`src/rtl/prog_loader.sv`:
```
// prog_loader: streams machine code into instruction memory and holds
// the core in reset until the whole program has been written.
module prog_loader #(
   parameter int D = 12,
   parameter int W = 9
) (
   input  logic         clk,
   input  logic         reset,
   input  logic         start,
   input  logic [D-1:0] len,
   input  logic         in_valid,
   input  logic [W-1:0] in_data,
   output logic         in_ready,
   output logic         wr_en,
   output logic [D-1:0] wr_addr,
   output logic [W-1:0] wr_data,
   output logic         core_reset,
   output logic         load_done,
   output logic         err
);

   localparam logic [1:0] S_IDLE  = 2'd0;
   localparam logic [1:0] S_LOAD  = 2'd1;
   localparam logic [1:0] S_FLUSH = 2'd2;
   localparam logic [1:0] S_DONE  = 2'd3;

   localparam logic [D-1:0] ONE = {{(D-1){1'b0}}, 1'b1};

   logic [1:0]   state_q, state_d;
   logic [D-1:0] len_q, len_d;
   logic [D-1:0] cnt_q, cnt_d;
   logic         wr_en_q, wr_en_d;
   logic [D-1:0] wr_addr_q, wr_addr_d;
   logic [W-1:0] wr_data_q, wr_data_d;
   logic         core_reset_q, core_reset_d;
   logic         load_done_q, load_done_d;
   logic         err_q, err_d;

   logic beat;
   logic last_beat;

   assign in_ready  = (state_q == S_LOAD);
   assign beat      = in_valid & in_ready;
   assign last_beat = beat & (cnt_q == (len_q - ONE));

   assign wr_en      = wr_en_q;
   assign wr_addr    = wr_addr_q;
   assign wr_data    = wr_data_q;
   assign core_reset = core_reset_q;
   assign load_done  = load_done_q;
   assign err        = err_q;

   // Next-state: load sequencing, write-port capture and error tracking
   always_comb begin
      state_d   = state_q;
      len_d     = len_q;
      cnt_d     = cnt_q;
      wr_en_d   = 1'b0;
      wr_addr_d = wr_addr_q;
      wr_data_d = wr_data_q;
      err_d     = err_q;
      unique case (state_q)
         S_IDLE, S_DONE: begin
            if (start) begin
               len_d   = len;
               cnt_d   = '0;
               state_d = (len != '0) ? S_LOAD : S_FLUSH;
            end
         end
         S_LOAD: begin
            if (start) begin
               err_d = 1'b1;
            end
            if (beat) begin
               wr_en_d   = 1'b1;
               wr_addr_d = cnt_q;
               wr_data_d = in_data;
               cnt_d     = cnt_q + ONE;
               if (last_beat) begin
                  state_d = S_FLUSH;
               end
            end
         end
         S_FLUSH: begin
            if (start) begin
               err_d = 1'b1;
            end
            state_d = S_DONE;
         end
         default: state_d = S_IDLE;
      endcase
      // Core is released only while sitting in DONE
      core_reset_d = (state_d != S_DONE);
      load_done_d  = (state_d == S_DONE);
   end

   // State and output registers with asynchronous reset
   always_ff @(posedge clk or posedge reset) begin
      if (reset) begin
         state_q      <= S_IDLE;
         len_q        <= '0;
         cnt_q        <= '0;
         wr_en_q      <= 1'b0;
         wr_addr_q    <= '0;
         wr_data_q    <= '0;
         core_reset_q <= 1'b1;
         load_done_q  <= 1'b0;
         err_q        <= 1'b0;
      end else begin
         state_q      <= state_d;
         len_q        <= len_d;
         cnt_q        <= cnt_d;
         wr_en_q      <= wr_en_d;
         wr_addr_q    <= wr_addr_d;
         wr_data_q    <= wr_data_d;
         core_reset_q <= core_reset_d;
         load_done_q  <= load_done_d;
         err_q        <= err_d;
      end
   end

endmodule

```
`config.mk`:
```
export PLATFORM = sky130hd
export DESIGN_NAME = prog_loader
export DESIGN_NICKNAME = d
export VERILOG_FILES = /design/src/rtl/prog_loader.sv
export SDC_FILE = /design/constraint.sdc
export NUM_CORES = 1
export LEC_CHECK = 0
export CAP_MARGIN = 40
export CORE_MARGIN = 5
export CORE_UTILIZATION = 35
export DETAILED_ROUTE_END_ITERATION = 8
export PLACE_DENSITY = 0.69
export SLEW_MARGIN = 20
export SYNTH_ARGS = -nofsm -noshare
export SYNTH_HDL_FRONTEND = slang
export SYNTH_SLANG_ARGS = --single-unit
```
`constraint.sdc`:
```
create_clock -name clk -period 3.6 [get_ports clk]
set_input_delay 0.54 -clock clk [delete_from_list [all_inputs] [get_ports clk]]
set_output_delay 0.54 -clock clk [all_outputs]
set_load 0.03 [all_outputs]
```
==> results of run 1 <==
==> where the power goes <==
part | switching [mW] | leakage, nW | internal, mW
registers | 0.183 | 0.650 | 0.743
clock network | 0.207 | 0.0461 | 0.141
logic | 0.613 | 0.661 | 0.532
==> placed cells by master, fill, tap and decap left out, types with 2 or more instances in the layout <==
master	instances
dfrtp_1	50
clkdlybuf4s50_1	50
mux2_2	33
nor2_1	16
xnor2_1	11
nand2_1	10
xor2_1	10
inv_1	9
nand3_1	7
o21ai_0	7
a21oi_1	6
nor3_1	5
clkbuf_8	5
nand4_1	4
or3_1	4
nor4_1	4
ha_1	4
nand2b_1	3
or4_1	3
and2_1	2
and3_1	2
o211ai_1	2
nor3b_1	2
a31oi_1	2
a21boi_0	2
o21ai_1	2
nor2b_1	2
a21o_1	2
==> sequential cells by signal (all words and copies together) (netlist names) <==
| name | count |
|---|---|
| wr_data | 9 |
| wr_addr | 12 |
| state_q | 2 |
| len_q | 12 |
| err | 1 |
| wr_en | 1 |
| load_done | 1 |
| core_reset | 1 |
| cnt_q | 12 |
==> cell type report <==
cell class,count,area [um^2]
Inverter,10,37.5
Tap cell,99,124
Clock buffer,5,68.8
Timing Repair Buffer,52,528
Fill cell,712,3940
Clock inverter,3,23.8
Sequential cell,51,1280
Multi-Input combinational cell,162,1210
==> routing by layer <==
metal,routed length (um),up-vias,global-route usage [%]
li1,-,928,-
met1,2530,961,16.9
met2,2890,46,22.6
met3,299,6,3.28
met4,58,0,4.03
met5,0,-,0
==> logic make-up after synthesis <==
kind of cell	count (synthesis)
AO/OA/AOI/OAI	34
adder cells (fa/ha/maj)	4
multiplexers	33
AND/OR/NAND/NOR	70
buffers and inverters	20
XOR/XNOR	21
flip-flops	51
==> synthesized netlist by cell type, types with 5 or more instances <==
library cell	n	area (um^2)
xnor2_1	11	96.3
nor3_1	5	25.0
mux2_2	33	372
clkbuf_1	6	22.5
nor2_1	16	60.1
xor2_1	10	87.6
nand2_1	10	37.5
nand3_1	7	35.0
a21oi_1	6	30.0
inv_1	10	37.5
o21ai_0	7	35.0
dfrtp_1	50	1250
==> metrics by stage <==
step,cell area [um^2],hold slack [ns],util (%),power (mW)
floorplan,2570,0.501,-,1.70
global placement,3160,0.450,43.8,2.06
detailed placement,3180,0.449,44.1,2.09
CTS,3270,0.476,45.4,2.44
global route,3270,0.514,45.4,2.59
finish,3270,0.471,45.4,2.42
==> how the worst max path moves through the flow <==
stage,slack (ns),depth (start not counted),end,start
after floorplan,1.17,9,state_q[1],state_q[1]
after global placement,1.07,5,state_q[1],start
after detailed placement,0.96,8,state_q[1],len_q[0]
after CTS,0.95,8,state_q[1],len_q[0]
after global routing,0.54,8,state_q[0],len_q[0]
final,0.94,8,state_q[1],len_q[0]
==> worst max-delay path, delay by kind of cell (launching register included) <==
kind	cells	cell delay, ns
compound gates	3	0.48
fa+ha+maj	1	0.19
buf+inv	1	0.09
flops	1	0.45
simple gates	3	1.39
==> qor.txt, run 1 <==
==========================================================================================
Outcome                                                                       finished, final reports clean
Buffers inserted during post-CTS setup optimization                                      0
DIE HEIGHT                                                                         95.7 um
Cell at the root of the clock tree                                                clkbuf_8
Setup-violating endpoint count in the final report                                       0
Placeable core region                                                            7210 um^2
Share of synthesized cell area in full adder, half adder and majority cells          1.95%
Critical-path cell list                                                       inv_1, ha_1, nor3b_1, a21oi_1, nor4_1, o2111ai_1, or4_1, o21ai_1
Post-synth design cell area                                                      2570 um^2
Max transition margin                                                                45.1%
Post-detailed-routing wire length                                                  5780 um
Starting density of the core                                                         35.6%
Die footprint                                                                    9160 um^2
Total negative slack for setup checks                                                 0 ns
Max Clock Freq                                                                     376 MHz
Die outline width                                                                  95.7 um
Crit-path max FO                                                                         8
Compound-Gate Fraction of Synth Area                                                 8.81%
Final Worst Setup Slack                                                           0.940 ns
Net count after synthesis                                                              262
Total half-perimeter wirelength after legalization and detailed placement          4400 um
EDFF count, synth                                                                        0
Clock period minus final worst setup slack                                         2.66 ns
Pin count of the biggest net entering global routing                                    35
Number of nets with antenna violations after routing                                     0
Grt ovf                                                                                  0
Maximum number of buffers from clock root to sink                                        2
Setup repair after global routing missed its margin                                     no
Ratio of routed vias to standard cells                                                5.08
Fraction of the cycle the final worst path needs                                     73.9%
Detailed-router iteration count before antenna repair                                    4
Number of port buffers                                                                  50
Multiplexer fraction of the synthesized cell area                                    14.5%
DRC violation total after the first TritonRoute iteration                               56
Post-route DRC                                                                           0
Number of pins exceeding their max-slew limit in the final report                        0
All-Layer GR Usage                                                                   13.4%
Number of inserted diodes                                                                0
Growth of design area from synthesis to finish                                       27.4%
Worst path arrival time                                                            2.90 ns
Number of global-route vias before repair                                             1920
Ratio of cells with drive above 1 in the final layout                                16.3%
Element type at the critical path start                                          flip-flop
Number of non-filler instances in the completed layout                                 382
Final net count                                                                        311
Classification of the worst-slack hold path                                   flip-flop to flip-flop
Initial antenna violation count                                                          0
Worst R2R End                                                                   state_q[1]
Clock-pin slew on the worst setup and hold paths                                   0.10 ns
Setup skew after layout                                                         0.00912 ns
Dominant combinational cell family by area after synthesis                    simple AND/OR/NAND/NOR gates
Leakage dissipation                                                                1.36 nW
Mean instance size in the synthesized netlist                                    11.0 um^2
H-tree depth reported by CTS                                                             2
Sinks on Clock Net                                                                      51
Power Density                                                                  738 nW/um^2
Wire length of the first global-routing pass                                       9600 um
Number of hold violations in the final report                                            0
TritonCTS clock tree                                                                 built
Simple-gate area share of the yosys netlist                                          14.9%
Kind of end point of the critical path                                           flip-flop
Worst Setup Slack post-DPL                                                        0.962 ns
WL per Instance                                                                    15.1 um
RePlAce Congestion                                                                   0.840
Number of violations of the max-capacitance limit                                        0
Worst min-delay path endpoint                                                          err
Crit path largest cell delay                                                       0.62 ns
Post-synth ARST share                                                                 100%
Worst Reg2Reg Path Length in Cells                                                       8
Measured slew at the worst slew-check pin                                         0.816 ns
Critical-path top delay cell                                                       nor3b_1
Data required time at the worst endpoint                                           3.84 ns
Yosys warnings                                                                           0
Count of different cell masters after synthesis                                         47
Placed Cells incl. Taps                                                                374
Worst Setup Path Type                                                         flip-flop to flip-flop
Number of standard-cell rows in the floorplan                                           31
Resized Gates After CTS                                                                  0
Source of the worst register-to-register timing path                              len_q[0]
Flop2flop setup slack                                                              0.94 ns
Boundary pin count                                                                      51
Mapped Cells                                                                           233
Primary FF master, synth                                                           dfrtp_1
Later-pin clock latency in the skew report                                         0.31 ns
Number of synthesized register bits                                                     51
Vias after detailed routing                                                           1941
Register area share after synthesis                                                  49.7%
Max rail drop VDD                                                                 0.359 mV
Number of cells on the worst hold path                                                   1
Xor/xnor cell area share of the yosys netlist                                        7.16%
Number of CTS-inserted buffers                                                           5
Worst Min Path Start                                                                   err
Number of hold buffers added after CTS                                                   0
==========================================================================================
Power figures use the tool's default switching activity.
==> inputs of run 2 (changes only) <==
PLACE_DENSITY = 0.71   (was 0.69)
clock period = 2.2 ns   (was 3.6 ns; I/O delays follow)
==> run 2 against run 1 <==
Against the previous run:
- clock power up 63%
- non-clock buffer count grew 26
- global-route usage up 1.2 points
- critical path type unchanged
- sequential power rose by 58%
- via count rose by 7.0%
- flip-flop and latch count unchanged
==> qor.txt, run 2 (same netlist as run 1, synthesis figures left out) <==
========================================================================================
Sinks on Clock Net                                                                    51   unchanged
Number of global-route vias before repair                                           2135   +11%
Worst Hold Margin                                                               0.339 ns   -0.132 ns
Setup repair after global routing missed its margin                                  yes
Worst R2R End                                                                 state_q[1]
DIE HEIGHT                                                                       95.7 um   unchanged
Number of buffers and inverters on the critical path                                   1   unchanged
Worst Setup Path Type                                                       flip-flop to flip-flop
Ratio of routed vias to standard cells                                              5.09   +0.19%
Initial antenna violation count                                                        0   unchanged
Worst path arrival time                                                          2.44 ns   -0.46 ns
Clock-pin slew on the worst setup and hold paths                                 0.10 ns   about the same
DRC violation total after the first TritonRoute iteration                             66   +18%
Vias after detailed routing                                                         2077   +7.0%
Max Clock Freq                                                                   456 MHz   +21%
Number of violations of the max-capacitance limit                                      0   unchanged
Placed Cells incl. Taps                                                              398   +6.4%
Kind of end point of the critical path                                         flip-flop
Element type at the critical path start                                        flip-flop
Critical-path cell list                                                     buf_6, or4_4, o21ai_1, and4b_1, o2111ai_2, or4_1, o21ai_2
Number of filler instances in the final layout                                       679   -4.6%
Boundary pin count                                                                    51   unchanged
Number of CTS-inserted buffers                                                         5   unchanged
Max rail drop VDD                                                               0.627 mV   +75%
Grt ovf                                                                                0   unchanged
All-Layer GR Usage                                                                 14.7%   +1.2 points
Cell at the root of the clock tree                                              clkbuf_8
TritonCTS clock tree                                                               built
Start point of the critical path                                                len_q[1]
Die outline width                                                                95.7 um   unchanged
Clock period minus final worst setup slack                                       2.19 ns   -0.468 ns
Number of standard-cell rows in the floorplan                                         31   unchanged
Worst Reg2Reg Path Length in Cells                                                     7   -1
Power Density                                                               1240 nW/um^2   +68%
Number of inserted diodes                                                              0   unchanged
Crit path largest cell delay                                                     0.52 ns   -0.10 ns
Pin count of the biggest net entering global routing                                  24   -31%
Number of hold violations in the final report                                          0   unchanged
Outcome                                                                     finished, final reports clean
Critical-path top delay cell                                                       or4_4
Growth of design area from synthesis to finish                                     39.4%
Detailed-router iteration count before antenna repair                                  4   unchanged
Cell family contributing the most delay on the critical path                simple AND/OR/NAND/NOR gates
Total half-perimeter wirelength after legalization and detailed placement        4610 um   +4.9%
Number of port buffers                                                                50   unchanged
Placeable core region                                                          7210 um^2   unchanged
Source of the worst register-to-register timing path                            len_q[1]
Leakage dissipation                                                              1.51 nW   +11%
Ratio of cells with drive above 1 in the final layout                              28.5%   +12 points
Setup-violating endpoint count in the final report                                     0   unchanged
Measured slew at the worst slew-check pin                                       0.564 ns   -0.252 ns
Sum of internal, switching and leakage power                                     4.43 mW   +83%
Crit-path max FO                                                                       4   -4
Fraction of the cycle the final worst path needs                                   99.6%   +26 points
Final net count                                                                      337   +8.4%
Post-detailed-routing wire length                                                6170 um   +6.7%
Number of non-filler instances in the completed layout                               408   +6.8%
Die footprint                                                                  9160 um^2   unchanged
Setup skew after layout                                                       0.00999 ns   +0.000878 ns
Instance count on the critical path                                                    7   -1
Data required time at the worst endpoint                                         2.45 ns   -1.39 ns
Flop2flop setup slack                                                           0.008 ns   -0.93 ns
Classification of the worst-slack hold path                                 primary input to async pin
RePlAce Congestion                                                                 0.851   +1.3%
Post-route DRC                                                                         0   unchanged
Later-pin clock latency in the skew report                                       0.31 ns   about the same
Top library cells by usage in the layout, fill and taps aside               dfrtp_1, clkdlybuf4s50_1, mux2_2
Number of nets with antenna violations after routing                                   0   unchanged
Number of pins exceeding their max-slew limit in the final report                      0   unchanged
Wire length of the first global-routing pass                                    10400 um   +8.3%
WL per Instance                                                                  15.1 um   -0.10%
Number of hold buffers added after CTS                                                 0   unchanged
H-tree depth reported by CTS                                                           2   unchanged
Starting density of the core                                                       35.6%   unchanged
Max transition margin                                                              62.3%   +17 points
Maximum number of buffers from clock root to sink                                      2   unchanged
Worst Setup EP                                                                state_q[1]
========================================================================================
run 2: changes by cell type in the layout (fill, tap and decap cells not counted), moves of 2 or more:
cell	delta
nor4_2	+2
inv_6	+2
buf_4	+23
nor4_1	-2
a21boi_0	-2
buf_6	+2
ha_1	-2
inv_2	+2
inv_1	-2
ha_4	+2
run 2: layer usage:
layer	vias to the layer above	wire length [um]	global-route usage, %
met5	-	0	0
met2	49	3120	24.7
met3	15	217	2.89
met4	0	148	6.52
li1	983	-	-
met1	1030	2680	18.1
run 2: worst min-delay path by stage:
stage | slack [ns] | from | to
detailed placement | 0.45 | err | err
finish | 0.34 | reset | wr_en
global placement | 0.46 | err | err
floorplan | 0.45 | start | err
global route | 0.38 | reset | wr_en
CTS | 0.35 | reset | wr_en
run 2: timing repair:
item / 4_1_cts / 5_1_grt
cloned: 0 / 0
setup buffers: 1 / 1
hold endpoints to repair: 0 / 0
endpoints found under the setup margin: 4 / 6
pin swaps: 8 / 7
gates resized for setup: 12 / 8
run 2: layout make-up:
type | count | area, um^2 | share of cell area [%]
multi-input combinational | 162 | 1310 | 36.5
sequential | 51 | 1280 | 35.7
timing repair buffer | 78 | 743 | 20.7
tap | 99 | 124 | 3.46
clock buffer | 5 | 68.8 | 1.92
inverter | 10 | 37.5 | 1.05
clock inverter | 3 | 22.5 | 0.629
run 2: where the power goes:
group          switching, mW  internal (mW)
Sequential             0.245           1.22
Combinational           1.21           1.19
Clock                  0.337          0.231
run 2: per-stage QoR:
step / utilization, % / TNS, ns / cell area, um^2 / setup WS (ns)
after floorplan: - / 0 / 2590 / 0.000283
after global placement: 47.0 / -0.103 / 3390 / -0.0879
after detailed placement: 47.0 / -0.369 / 3390 / -0.163
after CTS: 49.2 / 0 / 3550 / 0.00644
after global routing: 49.7 / -0.263 / 3580 / -0.0930
final: 49.7 / 0 / 3580 / 0.00831
==> inputs of run 3 (changes only) <==
CORE_UTILIZATION = 45   (was 35)
GPL_TIMING_DRIVEN = 0   (was unset)
PLACE_DENSITY = 0.85   (was 0.71)
==> run 3 against run 2 <==
Against the previous run:
- the flow now finishes with violations (negative setup slack)
- cell area decreased by 6.1%
- power decreased by 8.9%
- clock skew is 0.0016 ns lower
- hold slack gained 0.0039 ns
- sequential power is essentially flat
- combinational power down 16%
- count of clock-buffer cells in the layout unchanged
- critical path type unchanged
- largest cell class unchanged
- highest routed layer unchanged
==> qor.txt, run 3 (same netlist as run 1, synthesis figures left out) <==
========================================================================================
Source of the worst register-to-register timing path                            len_q[0]
Ratio of routed vias to standard cells                                              5.48   +7.6%
Ratio of cells with drive above 1 in the final layout                              21.2%   -7.2 points
Switching part of the total power                                                  40.7%   +0.29 points
Element type at the critical path start                                        flip-flop
Starting density of the core                                                       46.4%   +11 points
Grt ovf                                                                                0   unchanged
Placed Cells incl. Taps                                                              356   -11%
Top library cells by usage in the layout, fill and taps aside               clkdlybuf4s50_1, dfrtp_1, mux2_2
Fraction of the cycle the final worst path needs                                    105%   +5.6 points
Outcome                                                                     complete, but fails checks
WL per Instance                                                                  15.3 um   +0.96%
Sinks on Clock Net                                                                    51   unchanged
Number of CTS-inserted buffers                                                         5   unchanged
DRC violation total after the first TritonRoute iteration                             98   +48%
Placed cell areas                                                              3200 um^2   -5.7%
Worst Hold Margin                                                               0.343 ns   +0.00393 ns
Post-detailed-routing wire length                                                5560 um   -9.9%
Vias after detailed routing                                                         1993   -4.0%
Power Density                                                               1200 nW/um^2   -3.0%
Wire length of the first global-routing pass                                     9710 um   -6.6%
Total negative slack for setup checks                                          -0.170 ns   -0.170 ns
Classification of the worst-slack hold path                                 primary input to async pin
Sum of internal, switching and leakage power                                     4.04 mW   -8.9%
Number of non-filler instances in the completed layout                               364   -11%
Relative contribution of combinational cells to total power                        50.3%   -4.0 points
Number of violations of the max-capacitance limit                                      0   unchanged
DIE HEIGHT                                                                       85.6 um   -11%
Setup-violating endpoint count in the final report                                     3   +3
Clock period minus final worst setup slack                                       2.32 ns   +0.124 ns
Maximum number of buffers from clock root to sink                                      2   unchanged
Data required time at the worst endpoint                                         2.42 ns   -0.03 ns
All-Layer GR Usage                                                                 16.5%   +1.8 points
Violations in the final reports                                             negative setup slack
RePlAce Congestion                                                                 0.909   +6.9%
Cell internal power dissipation                                                  2.39 mW   -9.4%
Die outline width                                                                85.6 um   -11%
Clock group share of total power                                                   12.7%   about the same
Number of nets with antenna violations after routing                                   0   unchanged
Post-layout instance area                                                      3360 um^2   -6.1%
Initial antenna violation count                                                        0   unchanged
Worst Setup Path Type                                                       flip-flop to flip-flop
Number of pins exceeding their max-slew limit in the final report                      0   unchanged
Setup skew after layout                                                       0.00840 ns   -0.00159 ns
Number of hold violations in the final report                                          0   unchanged
Total half-perimeter wirelength after legalization and detailed placement        4140 um   -10%
Later-pin clock latency in the skew report                                       0.30 ns   about the same
Leakage dissipation                                                              1.39 nW   -7.7%
Cell at the root of the clock tree                                              clkbuf_8
Final Worst Setup Slack                                                        -0.115 ns   -0.124 ns
Sequential share of power                                                          36.9%   +4.0 points
Start point of the critical path                                                len_q[0]
Net switching power                                                              1.65 mW   -8.3%
Max rail drop VDD                                                               0.662 mV   +5.6%
Max transition margin                                                              59.1%   -3.2 points
Number of filler instances in the final layout                                       453   -33%
Worst path arrival time                                                          2.54 ns   +0.10 ns
TritonCTS clock tree                                                               built
Multi-input logic area                                                         1300 um^2   -0.96%
Boundary pin count                                                                    51   unchanged
Setup repair after global routing missed its margin                                  yes
Most common cell after layout, fill and taps aside                          clkdlybuf4s50_1
Detailed-router iteration count before antenna repair                                  4   unchanged
Final net count                                                                      321   -4.7%
Max Clock Freq                                                                   432 MHz   -5.3%
H-tree depth reported by CTS                                                           2   unchanged
Measured slew at the worst slew-check pin                                       0.612 ns   +0.0477 ns
Kind of end point of the critical path                                         flip-flop
Die footprint                                                                  7320 um^2   -20%
Number of port buffers                                                                50   unchanged
Pin count of the biggest net entering global routing                                  33   +38%
Number of inserted diodes                                                              0   unchanged
Crit-path max FO                                                                       5   +1
Number of global-route vias before repair                                           1977   -7.4%
Storage cell area                                                              1280 um^2   +0.20%
Number of standard-cell rows in the floorplan                                         27   -13%
Growth of design area from synthesis to finish                                     30.8%
Clock-pin slew on the worst setup and hold paths                                 0.09 ns   about the same
Post-route DRC                                                                         0   unchanged
Placeable core region                                                          5540 um^2   -23%
========================================================================================
[run 3: cell types whose count changed in the layout (fill, tap and decap cells not counted), moves of 2 or more]
cell / delta
a21boi_0: +2
buf_2: +2
dfrtp_1: -2
inv_1: +2
clkbuf_1: +5
inv_6: -2
inv_2: -2
buf_4: -21
buf_6: -2
dfrtp_2: +2
[run 3: repair_timing]
| item | CTS | global route |
|---|---|---|
| setup buffers | 3 | 0 |
| pin swaps | 3 | 2 |
| gates resized for setup | 10 | 5 |
| hold buffers | 0 | 0 |
| gates cloned | 0 | 0 |
| setup endpoints to repair | 14 | 19 |
[run 3: power by group through the flow]
stage | clock network, mW | logic (mW) | registers (mW)
3_5_place_dp | 0 | 1.91 | 1.49
6_report | 0.514 | 2.03 | 1.49
5_1_grt | 0.572 | 2.21 | 1.54
3_3_place_gp | 0 | 1.85 | 1.47
4_1_cts | 0.532 | 2.02 | 1.49
2_1_floorplan | 0 | 1.14 | 1.67
[run 3: metal layers]
layer	vias to the layer above	part of all wire (%)	routed length, um	global-route usage [%]
met2	42	51	2820	28.0
met4	0	1.5	83	4.75
met3	10	4.0	220	3.17
met1	991	44	2430	21.3
met5	-	0	0	0
li1	950	-	-	-
[run 3: path summary, 6_finish.rpt]
kind / end / cells past startpoint / slack, ns
hold / removal: wr_data[6] / 2 / 0.34
hold reg to reg: err / 1 / 0.48
setup / recovery: state_q[1] / 8 / -0.12
setup reg to reg: state_q[1] / 8 / -0.12
min in group clk: err / 1 / 0.48
max in group asynchronous: core_reset / 3 / 1.27
[run 3: through the flow]
step	util, %	setup WS [ns]
2_1_floorplan	-	0.000283
3_5_place_dp	57.7	-0.289
4_1_cts	60.5	-0.0801
5_1_grt	60.7	-0.212
6_report	60.7	-0.115
3_3_place_gp	57.4	-0.299
[run 3: area by class of cell]
type                       instances  area share [%]
multi-input combinational        162            38.6
clock buffer                       5            2.05
sequential                        51            38.1
inverter                          10            1.12
buffer                             8           0.968
tap                               72            2.68
clock inverter                     2           0.409
timing repair buffer              54            16.2
[run 3: worst max-delay path, cell delays in order (launching register included)]
cell and delay (ns):
dfrtp_2 0.45, inv_1 0.07, ha_2 0.27, xnor2_1 0.12, a2111o_1 0.36, nor4_2 0.16, o2111ai_1 0.21, or4_1 0.46
o21ai_1 0.15
